===== src/rtl/regfile_arbiter.sv =====
// Round-robin arbiter sharing the single-port 8x8 register file among NREQ requesters.
// Define REGARB_LOCK_EN to let a requester hold the grant across accesses (atomic RMW); rw encoding: 1 = Read, 0 = Write.
module regfile_arbiter #(
   parameter int NREQ = 3
) (
   input  logic              clk_i,
   input  logic              rst_i,
   input  logic [NREQ-1:0]   req_valid_i,
   input  logic [NREQ-1:0]   req_rw_i,
   input  logic [NREQ*3-1:0] req_sel_i,
   input  logic [NREQ*8-1:0] req_wdata_i,
   input  logic [NREQ-1:0]   req_lock_i,
   output logic [NREQ-1:0]   req_ready_o,
   output logic [NREQ-1:0]   rsp_valid_o,
   output logic [7:0]        rsp_data_o,
   output logic              rf_rw_o,
   output logic [2:0]        rf_sel_o,
   output logic [7:0]        rf_in_o,
   input  logic [7:0]        rf_out_i
);

   localparam int   PW      = (NREQ > 1) ? $clog2(NREQ) : 1;
   localparam logic RW_READ = 1'b1;

   logic [PW-1:0]   rrPtr_q, rrPtr_d;
   logic [NREQ-1:0] rdPend_q, rdPend_d;
   logic            grantValid;
   logic [PW-1:0]   grantIdx;
   logic [PW-1:0]   candIdx;
   logic            lockActive;
   logic            holdPtr;
   logic [PW-1:0]   ownerIdx;

`ifdef REGARB_LOCK_EN
   localparam logic ST_UNLOCKED = 1'b0;
   localparam logic ST_LOCKED   = 1'b1;

   logic          state_q, state_d;
   logic [PW-1:0] owner_q, owner_d;

   always_comb begin
      state_d = state_q;
      owner_d = owner_q;
      if (grantValid) begin
         if (state_q == ST_UNLOCKED && req_lock_i[grantIdx]) begin
            state_d = ST_LOCKED;
            owner_d = grantIdx;
         end else if (state_q == ST_LOCKED && !req_lock_i[grantIdx]) begin
            state_d = ST_UNLOCKED;
         end
      end
   end

   always_ff @(posedge clk_i or posedge rst_i) begin
      if (rst_i) begin
         state_q <= ST_UNLOCKED;
         owner_q <= '0;
      end else begin
         state_q <= state_d;
         owner_q <= owner_d;
      end
   end

   assign lockActive = (state_q == ST_LOCKED);
   assign holdPtr    = (state_q == ST_LOCKED);
   assign ownerIdx   = owner_q;
`else
   logic unusedLock;
   assign unusedLock = ^req_lock_i;
   assign lockActive = 1'b0;
   assign holdPtr    = 1'b0;
   assign ownerIdx   = '0;
`endif

   // While locked only the owner may win; otherwise the first valid requester at or after rrPtr wins.
   always_comb begin
      grantValid = 1'b0;
      grantIdx   = '0;
      candIdx    = '0;
      if (lockActive) begin
         grantValid = req_valid_i[ownerIdx];
         grantIdx   = ownerIdx;
      end else begin
         for (int k = 0; k < NREQ; k++) begin
            candIdx = PW'((int'(rrPtr_q) + k) % NREQ);
            if (!grantValid && req_valid_i[candIdx]) begin
               grantValid = 1'b1;
               grantIdx   = candIdx;
            end
         end
      end
      grantValid = grantValid && !rst_i;
   end

   always_comb begin
      req_ready_o = '0;
      for (int i = 0; i < NREQ; i++) begin
         req_ready_o[i] = grantValid && (grantIdx == PW'(i));
      end
   end

   // The register file has no enable, so an idle cycle must look like a harmless read of R[0].
   always_comb begin
      rf_rw_o  = RW_READ;
      rf_sel_o = '0;
      rf_in_o  = '0;
      if (grantValid) begin
         rf_rw_o  = req_rw_i[grantIdx];
         rf_sel_o = req_sel_i[int'(grantIdx)*3 +: 3];
         rf_in_o  = req_wdata_i[int'(grantIdx)*8 +: 8];
      end
   end

   always_comb begin
      rrPtr_d  = rrPtr_q;
      rdPend_d = '0;
      if (grantValid && !holdPtr) begin
         rrPtr_d = (grantIdx == PW'(NREQ-1)) ? '0 : grantIdx + PW'(1);
      end
      if (grantValid && rf_rw_o == RW_READ) begin
         rdPend_d = req_ready_o;
      end
   end

   always_ff @(posedge clk_i or posedge rst_i) begin
      if (rst_i) begin
         rrPtr_q  <= '0;
         rdPend_q <= '0;
      end else begin
         rrPtr_q  <= rrPtr_d;
         rdPend_q <= rdPend_d;
      end
   end

   assign rsp_valid_o = rdPend_q;
   assign rsp_data_o  = rf_out_i;

endmodule

===== config.mk =====
export PLATFORM = sky130hd
export DESIGN_NAME = regfile_arbiter
export DESIGN_NICKNAME = d
export VERILOG_FILES = /design/src/rtl/regfile_arbiter.sv
export SDC_FILE = /design/constraint.sdc
export NUM_CORES = 1
export LEC_CHECK = 0
export CAP_MARGIN = 20
export CORE_UTILIZATION = 34
export DETAILED_ROUTE_END_ITERATION = 12
export PLACE_DENSITY_LB_ADDON = 0.08
export SETUP_SLACK_MARGIN = 0.4
export SLEW_MARGIN = 20
export SYNTH_ARGS = -nofsm -noshare
export SYNTH_HDL_FRONTEND = slang
export SYNTH_SLANG_ARGS = --single-unit

===== constraint.sdc =====
create_clock -name clk_i -period 6.4 [get_ports clk_i]
set_input_delay 0.64 -clock clk_i [delete_from_list [all_inputs] [get_ports clk_i]]
set_output_delay 0.64 -clock clk_i [all_outputs]
set_load 0.01 [all_outputs]

==> qor.yml <==
placement:
  io_buffers: 58
  hpwl_um: 2130
  place.gp.congestion: 0.822
  place_inst: 192
floorplanning:
  die-area_mm2: 0.00285
  die_h_um: 53.4
  rows: 18
  io_pins: 78
  start_util_pct: 36.2
  die_w_um: 53.4
  coreArea_mm2: 0.00248
setup_path:
  cp.arrival_ns: 3.74
  cp_cell_sequence: "clkdlybuf4s50_1 -> mux2_1 -> a222oi_1 -> nand3_1 -> nand3_1 -> a31oi_1 -> clkdlybuf4s50_1"
  max_stage_delay_ns: 0.76
  end_kind: "output pin"
  setup.worst_path.class: "input pin to output pin"
  crit_path_start_kind: "input pin"
  required_ns: 5.76
  crit_slowest_cell: "a222oi_1"
  crit_fanout: 12
pwr:
  power_density_mw_per_mm2: 386
  irDropWorstVdd_uv: 300
  p_leak_nw: 0.545
  seq_power_share_pct: 8.9
  pwr-share-comb_pct: 84.5
  internal_power_mw: 0.278
  pwr-share-clk_pct: 6.6
  swShare_pct: 48.3
  switchingPower_mw: 0.260
global_route:
  grt_pass1_wl_um: 4430
  grt_max_degree: 28
  antenna_found_initial: 0
  grtUsageTotal_pct: 20.8
  grt_overflow_total: 0
  first_global_vias: 1041
sta:
  skew_ns: 0.00373
  period_share_pct: 68.4
  hold_viol: 0
  tightest_slew_ns: 0.894
  tns_ns: 0
  rsz0062_at_grt: "no"
  maxSlewHeadroom_pct: 40.4
  layout_min_cycle_time_ns: 4.38
  max_freq_mhz: 228
  slew_viol_final: 0
  setup_viol: 0
  hold_slack_ns: 0.556
logic_synthesis:
  synth_area_leaders: "dfrtp_1, nand3_1, o21ai_0"
  yosys.area.top_type: "dfrtp_1"
  synth-main-ff-cell: "dfrtp_1"
  ys_seq_elements: 5
  syn-cell-area_um2: 897
  ys_warn_count: 0
  yosysTopAreaCellShare_pct: 13.9
  synth-seq-area-share_pct: 13.9
  synth_edf_count: 0
  ys_types: 44
  synthArstFlopShare_pct: 100
  netlist_instances: 121
  syn_nets: 176
  synth_area_per_cell_um2: 7.41
cts:
  h-tree-depth: 1
  clkTransAtPathRegs_ns: 0.04
  ctsResizeCount: 0
  max-clock-path-buffers: 2
  post_cts_buffers: 0
  cts.hold.buffers_added: 0
  cts_root_buffer: "clkbuf_4"
  clock_sinks: 5
  worstSkewPairLatency_ns: 0.24
  cts_tree: "yes"
  cts_buffers: 3
layout:
  synthToLayoutAreaGrowth_pct: 55.4
  diodes: 0
  final_nets: 222
  drive_gt1_share_pct: 9.04
  instances_no_fill: 196
  fin_util_pct: 56.3
drt:
  wl_per_cell_um: 14.3
  ant_nets: 0
  drtPass1Iterations: 4
  wl_um: 2800
  num_vias: 1110
  drc: 0
  vias_per_cell: 5.66
  drtIter0Drc: 21
run:
  drv_cap: 0
hold_path:
  worstHoldPathType: "flip-flop to flip-flop"
outcome:
  status: "finished, final reports clean"
[cell families (layout without fill, tap and decap cells)]
| logic type | after synthesis | in the layout | share of synthesized area (%) |
|---|---|---|---|
| AO/OA/AOI/OAI | 53 | 53 | 39.6 |
| adder cells (fa/ha/maj) | 3 | 3 | 4.18 |
| buffers and inverters | 25 | 70 | 19.8 |
| AND/OR/NAND/NOR | 32 | 32 | 18.8 |
| flip-flops | 5 | 5 | 13.9 |
| multiplexers | 3 | 3 | 3.63 |
[power by group through the flow]
stage	registers [mW]	clock network, mW	logic, mW
global route	0.0491	0.0399	0.502
finish	0.0477	0.0357	0.455
floorplan	0.0491	0	0.312
detailed placement	0.0479	0	0.453
CTS	0.0479	0.0380	0.455
global placement	0.0480	0	0.446
[synth_stat cells, drive strengths merged, types with 3 or more instances]
| library cell | number |
|---|---|
| a31oi | 11 |
| inv | 8 |
| dfrtp | 5 |
| ha | 3 |
| o21ai | 24 |
| and3 | 3 |
| nor2 | 5 |
| buf | 12 |
| nand3 | 15 |
| clkbuf | 4 |
[cells in the final DEF (no fill, tap or decap), types with 2 or more instances in the layout]
cell type and n:
and2_1 2, a31oi_1 11, nand3_1 15, ha_1 3, clkbuf_4 3, a22o_1 2
nand2_1 2, clkdlybuf4s50_1 58, inv_1 8, o21ai_2 4, dfrtp_1 5, o21ai_1 6
o21ai_0 14, nor3_1 2, o21a_1 2, nor2_1 5
[critical path: cells and delay by family]
family | cells | cell delay [ns]
buf+inv | 2 | 1.05
compound gates | 2 | 0.86
simple gates | 2 | 0.83
mux | 1 | 0.36
[sequential cells by signal, indices dropped and copies added, names as in the netlist]
name         cells
rrPtr_q          2
rsp_valid_o      3
[metal layers]
metal	global-route usage [%]	vias to the layer above	share of wire (%)
met5	0	-	0
met2	36.5	53	49
li1	-	541	-
met4	7.46	0	0.29
met1	24.2	512	43
met3	4.31	4	8.0
[final cells by class]
| type | count | area, um^2 |
|---|---|---|
| clock buffer | 4 | 26.3 |
| fill | 260 | 1080 |
| inverter | 8 | 30.0 |
| multi-input combinational | 91 | 594 |
| sequential | 5 | 125 |
| tap | 30 | 37.5 |
| timing repair buffer | 58 | 581 |
[final timing paths]
check | startpoint | to | slack [ns] | cells after the start
max reg2reg | rrPtr_q[0]$_DFFE_PP0P_ | rsp_valid_o[1]$_DFF_PP0_ | 3.42 | 7
max | req_valid_i[1] | rf_in_o[6] | 2.02 | 7
max in group asynchronous | rst_i | rsp_valid_o[0]$_DFF_PP0_ | 5.53 | 2
min | rrPtr_q[0]$_DFFE_PP0P_ | rrPtr_q[0]$_DFFE_PP0P_ | 0.56 | 1
min reg2reg | rrPtr_q[0]$_DFFE_PP0P_ | rrPtr_q[0]$_DFFE_PP0P_ | 0.56 | 1
min in group asynchronous | rst_i | rrPtr_q[1]$_DFFE_PP0P_ | 0.70 | 2
[per-stage QoR]
stage	worst slack, ns	total power [mW]	area, um^2
3_3_place_gp	2.10	0.494	1370
5_1_grt	1.83	0.591	1390
3_5_place_dp	2.04	0.501	1370
4_1_cts	2.07	0.541	1390
6_report	2.02	0.538	1390
2_1_floorplan	3.36	0.361	897
Power figures use the tool's default switching activity.
